**config.mk**
```make
export PLATFORM = sky130hd
export DESIGN_NAME = jpeg_block_sequencer
export DESIGN_NICKNAME = d
export VERILOG_FILES = /design/src/rtl/jpeg_seq_pkg.sv /design/src/rtl/jpeg_mcu_schedule.sv /design/src/rtl/jpeg_block_sequencer.sv
export SDC_FILE = /design/constraint.sdc
export NUM_CORES = 1
export LEC_CHECK = 0
export ABC_CLOCK_PERIOD_IN_PS = 2100
export BUFFER_PORTS_ARGS = -buffer_cell sky130_fd_sc_hd__buf_2
export CAP_MARGIN = 40
export CORE_ASPECT_RATIO = 0.7
export CORE_UTILIZATION = 24
export DETAILED_ROUTE_END_ITERATION = 8
export PLACE_DENSITY = 0.43
export SLEW_MARGIN = 5
export SYNTH_ARGS = -nofsm -noshare
export SYNTH_HDL_FRONTEND = slang
export SYNTH_SLANG_ARGS = --single-unit
export TNS_END_PERCENT = 10
```
**constraint.sdc**
```tcl
create_clock -name clock -period 2.1 [get_ports clock]
set_input_delay 0.105 -clock clock [delete_from_list [all_inputs] [get_ports clock]]
set_output_delay 0.105 -clock clock [all_outputs]
set_load 0.05 [all_outputs]
```
**src/rtl/jpeg_seq_pkg.sv**
```systemverilog
// Shared types for the JPEG block sequencer: FSM states, component ids and
// the per-MCU component schedules for 4:4:4 and 4:2:0 layouts.
package jpeg_seq_pkg;

    typedef enum logic [2:0] {
        ST_FILL,
        ST_DCT_GO,
        ST_DCT_WAIT,
        ST_DCT_END,
        ST_QUANT,
        ST_ZIGZAG,
        ST_HUFF_GO,
        ST_HUFF_WAIT
    } seq_state_t;

    localparam logic [1:0] COMP_Y  = 2'd0;
    localparam logic [1:0] COMP_CB = 2'd1;
    localparam logic [1:0] COMP_CR = 2'd2;

    localparam int BLOCKS_444 = 3;
    localparam int BLOCKS_420 = 6;

    // Tables are packed two bits per block, block 0 in the least significant slot.
    localparam logic [5:0]  SCHED_444 = {COMP_CR, COMP_CB, COMP_Y};
    localparam logic [11:0] SCHED_420 = {COMP_CR, COMP_CB, COMP_Y, COMP_Y, COMP_Y, COMP_Y};

endpackage

```
**src/rtl/jpeg_mcu_schedule.sv**
```systemverilog
// Maps the MCU layout and block index to the component being coded and
// flags the final block of the MCU.
module jpeg_mcu_schedule
    import jpeg_seq_pkg::*;
(
    input  logic       mode_420,
    input  logic [2:0] block_idx,
    output logic [1:0] comp_id,
    output logic       last_block
);

    logic [3:0] sel;

    assign sel = {block_idx, 1'b0};

    always_comb begin
        comp_id    = COMP_Y;
        last_block = 1'b0;
        if (mode_420) begin
            if (block_idx < 3'(BLOCKS_420)) begin
                comp_id = SCHED_420[sel +: 2];
            end
            last_block = (block_idx == 3'(BLOCKS_420 - 1));
        end else begin
            if (block_idx < 3'(BLOCKS_444)) begin
                comp_id = SCHED_444[sel +: 2];
            end
            last_block = (block_idx == 3'(BLOCKS_444 - 1));
        end
    end

endmodule

```
**src/rtl/jpeg_block_sequencer.sv**
```systemverilog
// Sequences one 8x8 block at a time through fill, DCT, quantisation, zigzag
// and Huffman stages, walking the MCU component schedule between blocks.
module jpeg_block_sequencer
    import jpeg_seq_pkg::*;
#(
    parameter int PIX_WIDTH    = 12,
    parameter int DCT_LAT      = 4,
    parameter int QUANT_LAT    = 2,
    parameter int HUFF_TIMEOUT = 1024
) (
    input  logic                 clock,
    input  logic                 reset_n,
    input  logic                 pix_valid,
    output logic                 pix_ready,
    input  logic [PIX_WIDTH-1:0] pix_data,
    input  logic                 mode_420,
    input  logic                 abort,
    input  logic                 huffman_done,
    output logic                 input_1pix_enable,
    output logic [PIX_WIDTH-1:0] pix_1pix_data,
    output logic                 dct_enable,
    output logic                 dct_end_enable,
    output logic                 zigzag_input_enable,
    output logic                 zigzag_enable,
    output logic [7:0]           matrix_row,
    output logic                 huffman_start,
    output logic                 is_luminance,
    output logic [1:0]           comp_id,
    output logic                 busy,
    output logic                 mcu_done,
    output logic                 err_timeout
);

    localparam int HW = $clog2(HUFF_TIMEOUT + 1);

    seq_state_t    state, state_next;
    logic [5:0]    pix_cnt;
    logic [7:0]    dct_cnt;
    logic [2:0]    row;
    logic [3:0]    row_cnt;
    logic [HW-1:0] huff_cnt;
    logic [2:0]    block_idx;
    logic          mode_q;
    logic          last_block;
    logic          accept;
    logic          dct_last;
    logic          row_last;
    logic          huff_expired;
    logic          block_complete;

    jpeg_mcu_schedule u_schedule (
        .mode_420   (mode_q),
        .block_idx  (block_idx),
        .comp_id    (comp_id),
        .last_block (last_block)
    );

    // Ready is held low while reset is active so no pixel strobe can leak out.
    assign pix_ready         = (state == ST_FILL) && !abort && reset_n;
    assign accept            = pix_valid && pix_ready;
    assign input_1pix_enable = accept;
    assign pix_1pix_data     = pix_data;

    assign dct_last       = (dct_cnt == 8'(DCT_LAT - 1));
    assign row_last       = (row_cnt == 4'(QUANT_LAT - 1));
    assign huff_expired   = (huff_cnt == HW'(HUFF_TIMEOUT - 1));
    assign block_complete = (state == ST_HUFF_WAIT) && !abort && (huffman_done || huff_expired);

    assign mcu_done     = block_complete && last_block;
    assign busy         = !((state == ST_FILL) && (pix_cnt == 6'd0));
    assign is_luminance = (comp_id == COMP_Y);

    always_ff @(posedge clock or negedge reset_n) begin
        if (!reset_n) begin
            state <= ST_FILL;
        end else if (abort) begin
            state <= ST_FILL;
        end else begin
            state <= state_next;
        end
    end

    always_comb begin
        state_next          = state;
        dct_enable          = 1'b0;
        dct_end_enable      = 1'b0;
        zigzag_input_enable = 1'b0;
        zigzag_enable       = 1'b0;
        huffman_start       = 1'b0;
        matrix_row          = 8'd0;
        case (state)
            ST_FILL: begin
                if (accept && (pix_cnt == 6'd63)) state_next = ST_DCT_GO;
            end
            ST_DCT_GO: begin
                dct_enable = 1'b1;
                state_next = ST_DCT_WAIT;
            end
            ST_DCT_WAIT: begin
                if (dct_last) state_next = ST_DCT_END;
            end
            ST_DCT_END: begin
                dct_end_enable = 1'b1;
                state_next     = ST_QUANT;
            end
            ST_QUANT: begin
                matrix_row          = {5'd0, row};
                zigzag_input_enable = row_last;
                if (row_last && (row == 3'd7)) state_next = ST_ZIGZAG;
            end
            ST_ZIGZAG: begin
                zigzag_enable = 1'b1;
                state_next    = ST_HUFF_GO;
            end
            ST_HUFF_GO: begin
                huffman_start = 1'b1;
                state_next    = ST_HUFF_WAIT;
            end
            ST_HUFF_WAIT: begin
                if (block_complete) state_next = ST_FILL;
            end
            default: state_next = ST_FILL;
        endcase
        // An abort cycle is silent on every datapath strobe.
        if (abort) begin
            dct_enable          = 1'b0;
            dct_end_enable      = 1'b0;
            zigzag_input_enable = 1'b0;
            zigzag_enable       = 1'b0;
            huffman_start       = 1'b0;
        end
    end

    always_ff @(posedge clock or negedge reset_n) begin
        if (!reset_n) begin
            pix_cnt     <= '0;
            dct_cnt     <= '0;
            row         <= '0;
            row_cnt     <= '0;
            huff_cnt    <= '0;
            block_idx   <= '0;
            mode_q      <= 1'b0;
            err_timeout <= 1'b0;
        end else if (abort) begin
            pix_cnt   <= '0;
            dct_cnt   <= '0;
            row       <= '0;
            row_cnt   <= '0;
            huff_cnt  <= '0;
            block_idx <= '0;
        end else begin
            if (accept) begin
                pix_cnt <= pix_cnt + 6'd1;
                // Layout is latched only when an MCU begins so it cannot change mid-MCU.
                if ((pix_cnt == 6'd0) && (block_idx == 3'd0)) mode_q <= mode_420;
            end
            if (state == ST_DCT_WAIT) begin
                dct_cnt <= dct_last ? 8'd0 : dct_cnt + 8'd1;
            end
            if (state == ST_QUANT) begin
                if (row_last) begin
                    row_cnt <= 4'd0;
                    row     <= row + 3'd1;
                end else begin
                    row_cnt <= row_cnt + 4'd1;
                end
            end
            if (state == ST_HUFF_WAIT) begin
                if (block_complete) begin
                    huff_cnt  <= '0;
                    block_idx <= last_block ? 3'd0 : block_idx + 3'd1;
                    if (!huffman_done) err_timeout <= 1'b1;
                end else begin
                    huff_cnt <= huff_cnt + HW'(1);
                end
            end
        end
    end

endmodule

```
==> results.yml, run 1 <==
drt:
  drt_pre_antenna_iters: 4
  routed_wl_um: 5700
  vias: 2019
  drc_errors: 0
  drtIter0Drc: 107
  postRouteAntennaNets: 0
  via_per_inst: 4.66
  wl_per_cell_um: 13.2
worst_setup_path:
  worstSetupEndpointType: "flop"
  endpoint: "state[0]"
  regToRegSetupSlack_ps: 90
  critical_path_class: "reg -> reg"
  start_kind: "flop"
  r2r_start: "dct_cnt[0]"
  ff2ff_path_depth: 6
  arrival_ps: 2180
  critPathLaunch: "dct_cnt[0]"
  path_max_fanout: 12
  r2r-end: "state[0]"
  required_ps: 2260
clocking:
  cts_tree: "yes"
  htree_levels: 2
  clk-insertion-delay-late_ps: 290
  ctsLongestPathBuffers: 2
  numCtsBuffers: 5
  cts_sinks: 40
  clockRootBuffer: "clkbuf_16"
  clkTransAtPathRegs_ps: 60
placement:
  gp_congestion: 0.770
  dp_slack_ps: 69.5
  place_hpwl_um: 3980
  portBuffers: 21
synthesis:
  syn_area_mm2: 0.00257
  synth_seq_cells: 40
  synth_ff_type: "dfrtp_1"
  syn_area_per_cell_um2: 9.30
  ys_seq_area_share_pct: 38.9
  ys_warn_count: 0
  synth.distinct_cells: 57
  synthCells: 277
  synth-edff-count: 0
  async_flop_share_pct: 100
min_path:
  min_from: "mode_420"
  hp-class: "in -> reg"
power_and_ir_drop:
  p_leak_nw: 1.35
  ir_worst_vdd_mv: 0.394
  p_per_area_mw_per_mm2: 751
global_route:
  grt_pass1_wl_um: 9550
  gr-usage-all-layers_pct: 11.0
  antenna_found_initial: 0
  gr-total-overflow: 0
  grt_max_degree: 41
  grt_pass1_vias: 1889
floorplanning:
  initial_utilization_pct: 24.8
  die-area_mm2: 0.0112
  rows: 31
  core_area_mm2: 0.0104
  dieWidth_um: 126
  die_h_um: 88.7
  boundaryPins: 51
cells_and_area:
  area_growth_syn_to_layout_pct: 16.2
  antenna_cells: 0
  final_common_cell: "dfrtp_1"
  final_layout_size_suffix_gt1_share_pct: 19.9
  finalNetCount: 334
  final_cell_mix: "dfrtp_1, nor2_1, buf_2"
timing:
  period_needed_ps: 2010
  hold_viol_final: 0
  finalSetupViolations: 0
  drv_slew: 0
  finalCritPeriodShare_pct: 95.9
  rsz0062_at_grt: "no"
  fin_ws_ps: 86.3
  skew_ps: 5.42
  tightest_slew_ps: 550
  max_freq_ghz: 0.497
  maxSlewHeadroom_pct: 63.3
  whs_ps: 39.1
  finalSetupTns_ps: 0
job:
  drv_cap: 0
run_status:
  status: "completed"
through the flow:
stage                     instances  cell area (µm²)  util [%]  total power, mW
after detailed placement        423             2790      26.8             1.47
after floorplan                 281             2600         -             1.36
final                           433             2990      28.8             2.25
after CTS                       433             2970      28.5             2.27
after global routing            433             2990      28.8             2.37
after global placement          423             2790      26.8             1.47
cell type report:
cell class | count | area [µm²]
clock buffers | 6 | 139
clock inverters | 2 | 10.0
fillers | 1137 | 7400
inverters | 15 | 57.6
multi-input cells | 202 | 1390
flip-flops and latches | 40 | 1000
well taps | 132 | 165
repair buffers | 36 | 226
power by group:
group / switching (mW) / internal (mW)
Sequential: 0.0469 / 0.813
Clock: 0.321 / 0.469
Combinational: 0.401 / 0.195
Total: 0.769 / 1.48
repair_timing:
action                     in CTS  in global routing
gates resized for setup         2                  6
setup endpoints to repair       1                  6
hold endpoints to repair       40                  0
hold buffers                    1                  0
buffers inserted                1                  0
pin swaps                       1                  3
routing by layer:
metal	wire (µm)	share of wire, %	global-route usage (%)
met4	63	1.1	3.72
met3	221	3.9	3.33
met5	0	0	0
met2	2280	40	15.8
met1	3130	55	15.6
critical path, cell delays in order (launching register included):
cell	delay [ps]
dfrtp_1	400
ha_2	220
or4b_4	480
o211ai_4	380
o211ai_4	160
nor2_1	160
o22ai_1	100
flip-flops by register name, indices dropped and copies added (netlist names):
name         flops
row_cnt          4
pix_cnt          6
dct_cnt          8
mode_q           1
state            3
row              3
err_timeout      1
huff_cnt        11
block_idx        3
synthesized netlist by cell type, types with 7 or more instances:
cell type  count  area [µm²]
ha_1          16         200
dfrtp_1       40        1000
o21ai_0       17        85.1
inv_1         14        52.6
o21ai_1        7        35.0
buf_4         17         128
nor2_1        22        82.6
nand2_1       19        71.3
and3_1         7        43.8
nand3_1       11        55.1
nor3_1         7        35.0
a21oi_1       13        65.1
how the worst min path moves through the flow:
stage	endpoint	slack, ps	depth (start not counted)
6_report	mode_q	40	2
5_1_grt	mode_q	50	2
4_1_cts	mode_q	40	2
3_5_place_dp	pix_1pix_data[1]	210	0
3_3_place_gp	pix_1pix_data[1]	210	0
2_1_floorplan	block_idx[0]	-190	0
cells by family after synthesis:
family                   count (synthesis)  share of synthesized area, %
adder cells (fa/ha/maj)                 16                          7.77
flip-flops                              40                          38.9
other                                    1                         0.146
XOR/XNOR                                 7                          2.38
AND/OR/NAND/NOR                        106                          23.1
multiplexers                             3                          1.21
buffers and inverters                   39                          9.09
AO/OA/AOI/OAI                           65                          17.4
(Power assumes the default switching activity.)
==> run 2: changes to the inputs <==
--- a/config.mk
+++ b/config.mk
@@ -5,7 +5,8 @@
 export SDC_FILE = /design/constraint.sdc
 export NUM_CORES = 1
 export LEC_CHECK = 0
-export ABC_CLOCK_PERIOD_IN_PS = 2100
+export ABC_AREA = 0
+export ABC_CLOCK_PERIOD_IN_PS = 2300
 export BUFFER_PORTS_ARGS = -buffer_cell sky130_fd_sc_hd__buf_2
 export CAP_MARGIN = 40
 export CORE_ASPECT_RATIO = 0.7
==> constraint.sdc (replaced) <==
create_clock -name clock -period 2.3 [get_ports clock]
set_input_delay 0.115 -clock clock [delete_from_list [all_inputs] [get_ports clock]]
set_output_delay 0.115 -clock clock [all_outputs]
set_load 0.05 [all_outputs]
==> run 2 against run 1 <==
Net effect:
- count of clock-buffer cells in the layout down 1
- setup slack better by 120 ps
- wire length down 2.1%
- combinational power down 9.4%
- power down 10%
==> results.yml, run 2 (synthesis gave the netlist of run 1 again) <==
timing:
  finalSetupTns_ps: 0
  finalSetupViolations: 0
  period_needed_ps: 2100
  fin_ws_ps: 202
  finalCritPeriodShare_pct: 91.2
  max_freq_ghz: 0.477
  hold_viol_final: 0
  skew_ps: 7.39
  whs_ps: 50.9
  maxSlewHeadroom_pct: 56.1
  drv_slew: 0
  rsz0062_at_grt: "no"
  tightest_slew_ps: 658
worst_setup_path:
  worstSetupEndpointType: "output pin"
  path_max_fanout: 6
  r2r-end: "state[2]"
  r2r_start: "dct_cnt[0]"
  start_kind: "flop"
  required_ps: 2180
  ff2ff_path_depth: 5
  critical_path_class: "reg -> out"
  regToRegSetupSlack_ps: 220
  arrival_ps: 1980
global_route:
  grt_pass1_wl_um: 9870
  antenna_found_initial: 0
  grt_max_degree: 41
  gr-total-overflow: 0
  grt_pass1_vias: 1973
  gr-usage-all-layers_pct: 11.0
cells_and_area:
  area_growth_syn_to_layout_pct: 14.4
  regMostFlops: "huff_cnt"
  antenna_cells: 0
  final_common_cell: "dfrtp_1"
  finalNetCount: 333
  final_layout_size_suffix_gt1_share_pct: 18.7
  seqCellArea_mm2: 0.00100
  reg_top3: "huff_cnt: 11 flops, dct_cnt: 8 flops, pix_cnt: 6 flops"
  final_cell_mix: "dfrtp_1, nor2_1, buf_2"
  fillers: 1110
  multiInputGateArea_mm2: 0.00136
  fin_cells: 432
  largest_register_ffs: 11
placement:
  place_hpwl_um: 3950
  gp_congestion: 0.737
  dp_slack_ps: 231
  portBuffers: 21
  dp_cells: 421
power_and_ir_drop:
  total_power_mw: 2.02
  p_per_area_mw_per_mm2: 685
  ir_worst_vdd_mv: 0.322
  p_leak_nw: 1.33
drt:
  drc_errors: 0
  vias: 2028
  postRouteAntennaNets: 0
  via_per_inst: 4.69
  drt_pre_antenna_iters: 4
  drtIter0Drc: 154
  routed_wl_um: 5590
  wl_per_cell_um: 12.9
floorplanning:
  dieWidth_um: 126
  die-area_mm2: 0.0112
  initial_utilization_pct: 24.8
  rows: 31
  boundaryPins: 51
  die_h_um: 88.7
  core_area_mm2: 0.0104
min_path:
  hold_path_end: "mode_q"
  holdPathStages: 2
  min_from: "mode_420"
  hp-class: "in -> reg"
clocking:
  numCtsBuffers: 5
  clk-insertion-delay-late_ps: 280
  ctsLongestPathBuffers: 2
  clkTransAtPathRegs_ps: 60
  clockRootBuffer: "clkbuf_16"
  cts_tree: "yes"
  cts_sinks: 40
  htree_levels: 2
job:
  drv_cap: 0
run_status:
  status: "completed"
-- run 2: timing repair --
item,4_1_cts,5_1_grt
setup buffers,0,2
endpoints found under the setup margin,1,1
resized for setup,1,1
hold buffers,1,0
cloned,0,0
hold endpoints to repair,40,0
pin swaps,0,1
-- run 2: per-stage QoR --
step	util (%)	area (µm²)
after floorplan	-	2600
after global placement	26.7	2770
after detailed placement	26.7	2770
after CTS	28.2	2930
after global routing	28.3	2950
final	28.3	2950
-- run 2: how the worst max path moves through the flow --
stage,slack (ps),cells past startpoint,end,start
floorplan,-210,4,mcu_done,huff_cnt[0]
global placement,280,5,state[2],dct_cnt[0]
detailed placement,230,5,state[2],dct_cnt[0]
CTS,10,5,mcu_done,huff_cnt[0]
global route,80,5,mcu_done,huff_cnt[0]
finish,200,5,mcu_done,huff_cnt[0]
-- run 2: area by class of cell --
| type | count | share of cell area [%] |
|---|---|---|
| Sequential cell | 40 | 34.0 |
| Clock inverter | 3 | 0.637 |
| Multi-Input combinational cell | 202 | 46.3 |
| Tap cell | 132 | 5.61 |
| Inverter | 15 | 1.95 |
| Timing Repair Buffer | 35 | 7.30 |
| Clock buffer | 5 | 4.25 |
-- run 2: critical path, cell delays in order, from the launching register on --
cell and delay (ps):
dfrtp_1 400, ha_2 260, nand4_2 200, o41a_1 400, nor3_1 210, buf_4 230
-- run 2: metal layers --
metal | routed length (µm) | vias to the layer above | GRT usage [%] | part of all wire, %
li1 | - | 1017 | - | -
met1 | 3030 | 984 | 15.5 | 54
met2 | 2330 | 25 | 17.1 | 42
met3 | 197 | 2 | 2.96 | 3.5
met4 | 27 | 0 | 2.19 | 0.48
met5 | 0 | - | 0 | 0
-- run 2: report_power, final --
| part | switching [mW] | total, mW | leakage, nW | internal, mW |
|---|---|---|---|---|
| Combinational | 0.367 | 0.541 | 0.701 | 0.174 |
| Clock | 0.294 | 0.694 | 0.0736 | 0.400 |
| Sequential | 0.0409 | 0.783 | 0.554 | 0.742 |
